--- config.mk ---
export PLATFORM = sky130hd
export DESIGN_NAME = scan_display_driver
export DESIGN_NICKNAME = d
export VERILOG_FILES = /design/src/rtl/scan_display_driver.sv
export SDC_FILE = /design/constraint.sdc
export NUM_CORES = 1
export LEC_CHECK = 0
export ABC_AREA = 1
export ABC_CLOCK_PERIOD_IN_PS = 3600
export BUFFER_PORTS_ARGS = -buffer_cell sky130_fd_sc_hd__buf_2
export CORE_MARGIN = 2
export CORE_UTILIZATION = 35
export CTS_CLUSTER_DIAMETER = 120
export DETAILED_ROUTE_END_ITERATION = 12
export GPL_TIMING_DRIVEN = 1
export PLACE_DENSITY = 0.51
export SETUP_SLACK_MARGIN = 0.1
export SKIP_CTS_REPAIR_TIMING = 1
export SLEW_MARGIN = 25
export SYNTH_ARGS = -nofsm -noshare
export SYNTH_HDL_FRONTEND = slang
export SYNTH_SLANG_ARGS = --single-unit
export TNS_END_PERCENT = 50
--- constraint.sdc ---
create_clock -name clk -period 3.6 [get_ports clk]
set_input_delay 0.9 -clock clk [delete_from_list [all_inputs] [get_ports clk]]
set_output_delay 0.9 -clock clk [all_outputs]
set_load 0.05 [all_outputs]
--- src/rtl/scan_display_driver.sv ---
// Time-multiplexed driver for a bank of common-cathode 7-segment digits.
// Holds a shadow copy of the BCD value, scans one digit every SCAN_DIV
// cycles, and applies blank/lamp-test/leading-zero/blink controls before
// registering segments and the one-hot digit strobe on the same edge.
module scan_display_driver #(
    parameter int DIGITS       = 4,
    parameter int SCAN_DIV     = 1000,
    parameter int BLINK_FRAMES = 64
) (
    input  logic                  clk,
    input  logic                  reset,
    input  logic [4*DIGITS-1:0]   data,
    input  logic                  load,
    input  logic                  LT,
    input  logic                  RBI,
    input  logic                  BI,
    input  logic [DIGITS-1:0]     blink,
    output logic [6:0]            display,
    output logic [DIGITS-1:0]     digit_sel,
    output logic                  frame_done
);

    localparam int PW = $clog2(SCAN_DIV);
    localparam int IW = $clog2(DIGITS);
    localparam int FW = (BLINK_FRAMES > 1) ? $clog2(BLINK_FRAMES) : 1;

    logic [4*DIGITS-1:0] shadow;
    logic [PW-1:0]       prescale;
    logic [IW-1:0]       index;
    logic [FW-1:0]       frame_cnt;
    logic                blink_phase;
    logic                wrap_d;

    logic                digit_end;
    logic                frame_end;
    logic [DIGITS-1:0]   lead_zero;
    logic                upper_zero;
    logic [3:0]          cur_nibble;
    logic                cur_lz;
    logic                cur_blink;
    logic [DIGITS-1:0]   sel_next;
    logic [6:0]          seg_next;

    // 7448-style decode, bit 6 = segment a ... bit 0 = segment g.
    function automatic logic [6:0] decode(input logic [3:0] v);
        logic [6:0] s;
        case (v)
            4'd0:    s = 7'b1111110;
            4'd1:    s = 7'b0110000;
            4'd2:    s = 7'b1101101;
            4'd3:    s = 7'b1111001;
            4'd4:    s = 7'b0110011;
            4'd5:    s = 7'b1011011;
            4'd6:    s = 7'b0011111;
            4'd7:    s = 7'b1110000;
            4'd8:    s = 7'b1111111;
            4'd9:    s = 7'b1110011;
            4'd10:   s = 7'b0001101;
            4'd11:   s = 7'b0011001;
            4'd12:   s = 7'b0100011;
            4'd13:   s = 7'b1001011;
            4'd14:   s = 7'b0001111;
            default: s = 7'b0000000;
        endcase
        return s;
    endfunction

    // Terminal-count detection for the digit dwell and for the full frame.
    always_comb begin
        digit_end = (prescale == PW'(SCAN_DIV - 1));
        frame_end = digit_end && (index == IW'(DIGITS - 1));
    end

    // Leading-zero flags: scan from the top digit down, a digit is a leading
    // zero while every digit at or above it is zero; digit 0 never qualifies.
    always_comb begin
        upper_zero = 1'b1;
        lead_zero  = '0;
        for (int unsigned i = DIGITS - 1; i >= 1; i--) begin
            upper_zero   = upper_zero && (shadow[4*i +: 4] == 4'd0);
            lead_zero[i] = upper_zero;
        end
    end

    // Select the current digit's nibble, flags and one-hot strobe.
    always_comb begin
        cur_nibble = '0;
        cur_lz     = 1'b0;
        cur_blink  = 1'b0;
        sel_next   = '0;
        for (int unsigned i = 0; i < DIGITS; i++) begin
            if (index == IW'(i)) begin
                cur_nibble  = shadow[4*i +: 4];
                cur_lz      = lead_zero[i];
                cur_blink   = blink[i];
                sel_next[i] = 1'b1;
            end
        end
    end

    // Segment priority: blank-all, lamp test, leading-zero, blink, decode.
    always_comb begin
        seg_next = decode(cur_nibble);
        if (BI) begin
            seg_next = '0;
        end else if (LT) begin
            seg_next = '1;
        end else if (RBI && cur_lz) begin
            seg_next = '0;
        end else if (blink_phase && cur_blink) begin
            seg_next = '0;
        end
    end

    // Shadow register: only path from data to the decoder.
    always_ff @(posedge clk) begin
        if (reset) begin
            shadow <= '0;
        end else if (load) begin
            shadow <= data;
        end
    end

    // Prescaler, digit index, frame counter and blink phase.
    always_ff @(posedge clk) begin
        if (reset) begin
            prescale    <= '0;
            index       <= '0;
            frame_cnt   <= '0;
            blink_phase <= 1'b0;
            wrap_d      <= 1'b0;
        end else begin
            prescale <= digit_end ? '0 : prescale + PW'(1);
            if (digit_end) begin
                index <= (index == IW'(DIGITS - 1)) ? '0 : index + IW'(1);
            end
            if (frame_end) begin
                if (frame_cnt == FW'(BLINK_FRAMES - 1)) begin
                    frame_cnt   <= '0;
                    blink_phase <= ~blink_phase;
                end else begin
                    frame_cnt <= frame_cnt + FW'(1);
                end
            end
            // Outputs lag the index by one edge, so the wrap pulse is delayed
            // to land on the edge where digit_sel returns to digit 0.
            wrap_d <= frame_end;
        end
    end

    // Registered outputs: segments and strobe update together.
    always_ff @(posedge clk) begin
        if (reset) begin
            display    <= '0;
            digit_sel  <= '0;
            frame_done <= 1'b0;
        end else begin
            display    <= seg_next;
            digit_sel  <= sel_next;
            frame_done <= wrap_d;
        end
    end

endmodule

# ---- Word-level counts from Yosys, hierarchy flattened
# Memory sizes are Yosys's and may differ from the RTL's.
# Cells that the tools add are included.
dict set report totals {
  n_memories 1
  input_bits 26
  rom_bits 112
  regBits 48
  word_cells 51
}
# name words width rd rd_clocked_by_memory_dff wr line_no
set mem_list {}
lappend mem_list {{(name not given)} 16 7 1 0 0 47} ;# case (v)
dict set report op_classes {
  n_reduce_logical 12
  addsub 3
  n_bitwise 1
  n_eq_ne 5
  n_mux 20
}
# op n
set op_table {}
lappend op_table {{$mux W7} 3}
lappend op_table {{$mux W4} 4}
lappend op_table {{$logic_not A4 Y1} 3}
lappend op_table {{$mux W1} 11}
lappend op_table {{$add A10 B1 Y10 const B} 1}
lappend op_table {{$eq A10 B10 Y1 const B} 1}
lappend op_table {{$add A6 B1 Y6 const B} 1}
lappend op_table {{$eq A6 B6 Y1 const B} 1}
lappend op_table {{$mux W6} 1}
lappend op_table {{$logic_and A1 B1 Y1} 5}
lappend op_table {{$eq A2 B2 Y1 const B} 2}
lappend op_table {{$reduce_or A2 Y1} 2}
lappend op_table {{$add A2 B1 Y2 const B} 1}
lappend op_table {{$eq A2 B1 Y1 const B} 1}
lappend op_table {{$logic_not A2 Y1} 1}
lappend op_table {{$mux W2} 1}
lappend op_table {{$reduce_and A2 Y1} 1}
lappend op_table {{$not A1 Y1} 1}

# ---- Depth between registers and ports, before layout
# Gate-level depths: netlist (run 1).
dict set report logic_depth {
  depth_word 9
  ltp_mapped 15
}

# ---- Worst setup path after synthesis (run 1)
# OpenSTA, ideal clock, no wires.
dict set report synth_timing {
  kind {flip-flop to flip-flop}
  startpoint {reg index[0]}
  endpoint {reg display[5]}
  n_path_buf 1
  t_required_ns 3.474
  period_less_slack_ns 1.849
  setup_slack_ns 1.751
  setup_ns 0.126
  arrival_ns 1.723
  stages_incl_launch_ff 13
  cell_sequence {dfxtp_1 -> inv_1 -> ha_1 -> buf_2 -> a21oi_1 -> nand2_1 -> nand2_1 -> inv_1 -> ha_1 -> nor2_1 -> nand2_1 -> nand3_1 -> a21oi_1}
}
dict set report synth_between {
  elab_chain_cells 9
}
# element line_no
set synth_rtl {}
lappend synth_rtl {{from (decl)} 29} ;# logic [IW-1:0] index;
lappend synth_rtl {{from (signal assigned)} 135} ;# index <= (index == IW'(DIGITS - 1)) ? '0 : index + IW'(1);
lappend synth_rtl {{$logic_not A2 Y1} 92} ;# if (index == IW'(i)) begin
lappend synth_rtl {{$mux W4 or $mux W1 (tied branches) (4 in series)} 92}
lappend synth_rtl {{$mem_v2 Z16 W7 or $logic_and A1 B1 Y1 (tied branches)} --}
lappend synth_rtl {{$mux W7} 110} ;# end else if (blink_phase && cur_blink) begin
lappend synth_rtl {{$mux W7 *} 108} ;# end else if (RBI && cur_lz) begin
lappend synth_rtl {{$mux W7 *} 106} ;# end else if (LT) begin
lappend synth_rtl {{to (signal assigned)} 158} ;# display <= seg_next;
lappend synth_rtl {{to (decl)} 18} ;# output logic [6:0] display,
# Every way passes the cells marked *; elsewhere a longest branch is shown, timed or not.
# A chain may end at the register's enable or synchronous reset.

# ---- Worst setup path after layout (run 1)
dict set report layout_timing {
  startpoint {reg index[1]}
  endpoint {reg display[3]}
}
# The elaborated chain is that of the path after synthesis.

==> results_dict.tcl, run 1 <==
set metrics [dict create \
    status "completed" \
    dp_hpwl_mm 3.48 \
    intPower_uw 866 \
    max-slew-margin-rel 0.621 \
    dp_slack_ns 1.37 \
    tritoncts "yes" \
    gp_routability_congestion 0.782 \
    crit_arrival_ns 2.33 \
    peakVddDrop_v 0.000306 \
    initial_utilization 0.365 \
    cts_inserted_buffers 5 \
    drc_errors 0 \
    tightest_slew_ns 0.564 \
    cp_slowest_cell "dfxtp_1" \
    grt_pass1_wl_mm 8.31 \
    cellPowerDensity_nw_per_um2 420 \
    synth_area_per_cell_sq_um 7.43 \
    htree_levels 2 \
    rsz0062_at_grt "no" \
    cp_common_cell "nand2_1" \
    wl_mm 4.66 \
    clk_path_buf_depth 2 \
    gr-total-overflow 0 \
    syn_nets 352 \
    finalNetCount 388 \
    final_core_util 0.423 \
    hold_slack_ns 0.404 \
    rr_startpoint "index[1]$_SDFFE_PP0N_" \
    wl_per_cell_um 10.9 \
    die_height_um 85.6 \
    regArea_sq_um 961 \
    power_mw 1.14 \
    layout-drive-gt1-share 0.183 \
    clock_skew_ns 0.0118 \
    fin_cells 427 \
    antenna_found_initial 0 \
    io_pins 38 \
    p_comb_frac 0.106 \
    cpPeakStageDelay_ns 0.36 \
    nFillCells 683 \
    power_frac_seq 0.496 \
    vias_per_cell 4.51 \
    path_cells "inv_1 > ha_1 > inv_2 > nand3_1 > nand2_1 > nand2_1 > nand2_1 > inv_1 > ha_1 > o21ai_0 > nand2_1 > a21oi_1" \
    cap_violations 0 \
    async_flop_share 0 \
    fin_crit_sh 0.582 \
    crit_path_start "index[1]$_SDFFE_PP0N_" \
    firstDrtPassIters 4 \
    via_count 1924 \
    p_sw_uw 269 \
    hold_viol 0 \
    fin_tns_setup_ns 0 \
    grt_pass1_vias 1836 \
    antennaDiodeCount 0 \
    power.share.clock 0.398 \
    core_sq_um 6390 \
    die_x_um 85.6 \
    synth.distinct_cells 36 \
    reg2reg_depth 12 \
    syn-instance-count 314 \
    grt_start_max_net_pins 21 \
    synth-edff-count 0 \
    synth_flop_cell "dfxtp_1" \
    swShare 0.237 \
    grtUsageTotal 0.140 \
    max_freq_mhz 477 \
    timing.rr.end "display[3]$_SDFF_PP0_" \
    leakage_nw 1.28 \
    numClockSinks 48 \
    antenna_left 0 \
    syn_to_final_growth_pct 15.9 \
    clockRootBuffer "clkbuf_8" \
    cp.required_ns 3.83 \
    fin_ws_ns 1.51 \
    clkLatencyLatePin_ns 0.30 \
    fin_area_sq_um 2700 \
    critPathCaptureType "flip-flop" \
    crit_type "reg -> reg" \
    drt_iter0_drc 33 \
    start_kind "flip-flop" \
    finalSetupViolCount 0 \
    synth_area_sq_um 2330 \
    rows 29 \
    seq_area_frac_synth 0.412 \
    dp.cells 420 \
    clkTransAtPathRegs_ns 0.09 \
    path_max_fanout 8 \
    multiInputGateArea_sq_um 1200 \
    hp-class "reg -> reg" \
    slew_viol_final 0 \
    yosysWarnings 0 \
    placed_area_sq_um 2570 \
    yosys_register_bits 48 \
    reg2reg_slack_ns 1.51 \
    die_area_sq_um 7330 \
    finalCriticalPeriod_ns 2.09 \
    port_buffers 37 \
    endpoint "display[3]$_SDFF_PP0_" \
]
-- cells by family after synthesis --
| group | synth area share |
|---|---|
| AOI/OAI and AO/OA | 0.123 |
| xor gates and xnor gates | 0.0263 |
| adders and majority gates | 0.0644 |
| buffers and inverters | 0.0713 |
| DFF | 0.412 |
| and+or+nand+nor | 0.303 |
-- layout make-up --
class | count | area share
Clock inverter | 2 | 0.0222
Sequential cell | 48 | 0.355
Clock buffer | 5 | 0.0255
Timing Repair Buffer | 37 | 0.0685
Inverter | 32 | 0.0472
Tap cell | 77 | 0.0356
Multi-Input combinational cell | 226 | 0.446
-- flip-flops by register name (all words and copies together) (netlist names) --
register / count
shadow: 16
frame_cnt: 6
wrap_d: 1
digit_sel: 4
display: 7
blink_phase: 1
index: 2
prescale: 10
frame_done: 1
-- synth_stat cells, types with 2 or more instances --
master / n / area, sq um
nand2_2: 4 / 25.0
a21oi_1: 27 / 135
nand3_1: 18 / 90.1
xor2_1: 4 / 35.0
ha_1: 12 / 150
nor2_1: 54 / 203
nor2_2: 2 / 12.5
clkbuf_1: 6 / 22.5
xnor2_1: 3 / 26.3
nor3_1: 10 / 50.1
and3_2: 2 / 15.0
dfxtp_1: 48 / 961
o21ai_0: 20 / 100
inv_1: 27 / 101
nand2_1: 54 / 203
inv_2: 3 / 11.3
-- placed cells by master (no fill, tap or decap), types with 2 or more instances in the layout --
| cell | count |
|---|---|
| clkbuf_8 | 5 |
| and3_2 | 2 |
| xnor2_1 | 3 |
| o21ai_0 | 20 |
| xor2_1 | 4 |
| dfxtp_1 | 48 |
| nor2_1 | 54 |
| bufinv_16 | 2 |
| nand2_1 | 54 |
| inv_1 | 27 |
| inv_2 | 3 |
| nor3_1 | 10 |
| ha_1 | 12 |
| a21oi_1 | 27 |
| nor2_2 | 2 |
| nand2_2 | 4 |
| buf_2 | 37 |
| nand3_1 | 18 |
-- critical path, delay by kind of cell (launching register included) --
family | cells | cell delay, ns
AO/OA/AOI/OAI | 2 | 0.28
adder cells (fa/ha/maj) | 2 | 0.57
AND/OR/NAND/NOR | 5 | 0.45
flip-flops | 1 | 0.36
buffers and inverters | 3 | 0.34
-- power groups by stage --
stage / combinational, mW / sequential [mW] / clock, mW
finish: 0.121 / 0.563 / 0.452
global route: 0.140 / 0.566 / 0.492
CTS: 0.123 / 0.563 / 0.467
detailed placement: 0.122 / 0.576 / 0
global placement: 0.121 / 0.575 / 0
floorplan: 0.0681 / 0.592 / 0
-- routing by layer --
metal  wire [um]  GRT usage
met5           0          0
met2        1800      0.210
met1        2530      0.193
met3         266     0.0443
met4          59     0.0375
-- worst min path at each step --
| stage | from | slack [ns] | to | cells after the start |
|---|---|---|---|---|
| 2_1_floorplan | wrap_d$_SDFF_PP0_ | 0.39 | frame_done$_SDFF_PP0_ | 2 |
| 3_3_place_gp | wrap_d$_SDFF_PP0_ | 0.39 | frame_done$_SDFF_PP0_ | 2 |
| 3_5_place_dp | wrap_d$_SDFF_PP0_ | 0.39 | frame_done$_SDFF_PP0_ | 2 |
| 4_1_cts | wrap_d$_SDFF_PP0_ | 0.41 | frame_done$_SDFF_PP0_ | 2 |
| 5_1_grt | wrap_d$_SDFF_PP0_ | 0.44 | frame_done$_SDFF_PP0_ | 2 |
| 6_report | wrap_d$_SDFF_PP0_ | 0.40 | frame_done$_SDFF_PP0_ | 2 |
Power figures use the tool's default switching activity.
==> run 2: changes to the inputs <==
- ABC_CLOCK_PERIOD_IN_PS: 3600 -> 2100
- clock period: 3.6 -> 2.1 ns (I/O delays scaled with it)
==> run 2 against run 1 <==
Net effect:
- die area unchanged
- combinational power grew 77%
- register-to-register slack got worse by 1.2 ns
- first-iteration DRC count is 61% higher
- sequential power grew 71%
- power increased by 53%
- clock skew decreased by 0.0016 ns
- non-clock buffer count up 3
- maximum frequency up 16%
- critical endpoint is now display[5]$_SDFF_PP0_
==> results_dict.tcl, run 2 (same netlist as run 1, synthesis figures left out) <==
set metrics [dict create \
    status "completed" \
    die_height_um 85.6 \
    clkTransAtPathRegs_ns 0.09 \
    crit_arrival_ns 1.99 \
    drc_errors 0 \
    clockRootBuffer "clkbuf_8" \
    htree_levels 2 \
    io_pins 38 \
    antenna_found_initial 0 \
    core_sq_um 6390 \
    fin_crit_sh 0.861 \
    path_max_fanout 8 \
    fin_ws_ns 0.292 \
    hold_viol 0 \
    max-slew-margin-rel 0.612 \
    p_comb_frac 0.124 \
    tightest_slew_ns 0.577 \
    gr-total-overflow 0 \
    final_cell_mix "nor2_1, nand2_1, dfxtp_1, buf_2, a21oi_1" \
    slew_viol_final 0 \
    layout-drive-gt1-share 0.229 \
    clkLatencyLatePin_ns 0.30 \
    port_buffers 37 \
    cap_violations 0 \
    rows 29 \
    tritoncts "yes" \
    antenna_left 0 \
    reg2reg_slack_ns 0.29 \
    nFillCells 693 \
    finalCriticalPeriod_ns 1.81 \
    gp_routability_congestion 0.889 \
    rsz0062_at_grt "no" \
    wl_mm 4.86 \
    clock_skew_ns 0.0102 \
    leakage_nw 1.29 \
    multiInputGateArea_sq_um 1260 \
    dp.cells 422 \
    numClockSinks 48 \
    die_area_sq_um 7330 \
    p_sw_uw 453 \
    die_x_um 85.6 \
    fin_cells 431 \
    hp-class "reg -> reg" \
    grt_pass1_vias 1885 \
    intPower_mw 1.28 \
    regArea_sq_um 966 \
    power.share.clock 0.320 \
    start_kind "flip-flop" \
    finalNetCount 391 \
    vias_per_cell 4.68 \
    dp_slack_ns 0.0268 \
    largest_register_ffs 16 \
    finalSetupViolCount 0 \
    peakVddDrop_v 0.000414 \
    crit_type "reg -> reg" \
    grtUsageTotal 0.139 \
    clk_path_buf_depth 2 \
    dp_hpwl_mm 3.61 \
    final_common_cell "nor2_1" \
    top_register "shadow" \
    cellPowerDensity_nw_per_um2 631 \
    fin_tns_setup_ns 0 \
    wl_per_cell_um 11.3 \
    power_frac_seq 0.556 \
    critPathCaptureType "flip-flop" \
    drt_iter0_drc 53 \
    reg_top3 "shadow (16), prescale (10), display (7)" \
    swShare 0.261 \
    max_freq_mhz 553 \
    firstDrtPassIters 4 \
    grt_pass1_wl_mm 8.31 \
    initial_utilization 0.365 \
    antennaDiodeCount 0 \
    grt_start_max_net_pins 21 \
    cts_inserted_buffers 5 \
    syn_to_final_growth_pct 17.9 \
    via_count 2019 \
    cp.required_ns 2.29 \
]
-- run 2: cell count changes in the layout (fill, tap and decap cells not counted), moves of 2 or more --
cell	delta
inv_2	+4
buf_4	+3
ha_1	-3
dfxtp_1	-2
clkinv_2	+2
nand2_1	-2
inv_1	-4
bufinv_16	-2
ha_4	+3
-- run 2: per-stage QoR --
stage	hold WS, ns	util	total power [mW]	instance area, sq um
2_1_floorplan	0.388	-	1.13	2330
3_3_place_gp	0.389	0.406	1.20	2590
3_5_place_dp	0.398	0.406	1.20	2590
4_1_cts	0.411	0.420	1.76	2680
5_1_grt	0.443	0.430	1.84	2750
6_report	0.408	0.430	1.73	2750
-- run 2: path summary, 6_finish.rpt --
path                            cells past startpoint                   from               endpoint
worst max-delay path                               11  index[0]$_SDFFE_PP0N_  display[5]$_SDFF_PP0_
worst min register to register                      2      wrap_d$_SDFF_PP0_  frame_done$_SDFF_PP0_
worst min-delay path                                2      wrap_d$_SDFF_PP0_  frame_done$_SDFF_PP0_
worst max register to register                     11  index[0]$_SDFFE_PP0N_  display[5]$_SDFF_PP0_
-- run 2: area by class of cell --
cell class                 instances  area share
sequential                        48       0.351
multi-input combinational        226       0.458
inverter                          32      0.0464
timing repair buffer              40      0.0756
clock buffer                       6      0.0300
tap                               77      0.0350
clock inverter                     2     0.00364
-- run 2: per-layer routing --
metal	GRT usage	wire, um
met4	0.0433	56
met3	0.0298	222
met2	0.210	1980
met1	0.200	2600
met5	0	0
-- run 2: power by group through the flow --
stage,combinational (mW),clock (mW),sequential [mW]
2_1_floorplan,0.117,0,1.02
3_3_place_gp,0.212,0,0.987
3_5_place_dp,0.211,0,0.986
4_1_cts,0.212,0.581,0.965
5_1_grt,0.248,0.624,0.969
6_report,0.214,0.555,0.964
-- run 2: critical path: stages, from the launching register on --
cell and delay, ns:
dfxtp_2 0.38, inv_2 0.09, ha_4 0.20, a21oi_1 0.14, nand2_1 0.10, nand2_4 0.10
inv_2 0.05, ha_1 0.33, nor2_2 0.12, nand2_1 0.05, nand3_1 0.07, a21oi_1 0.06
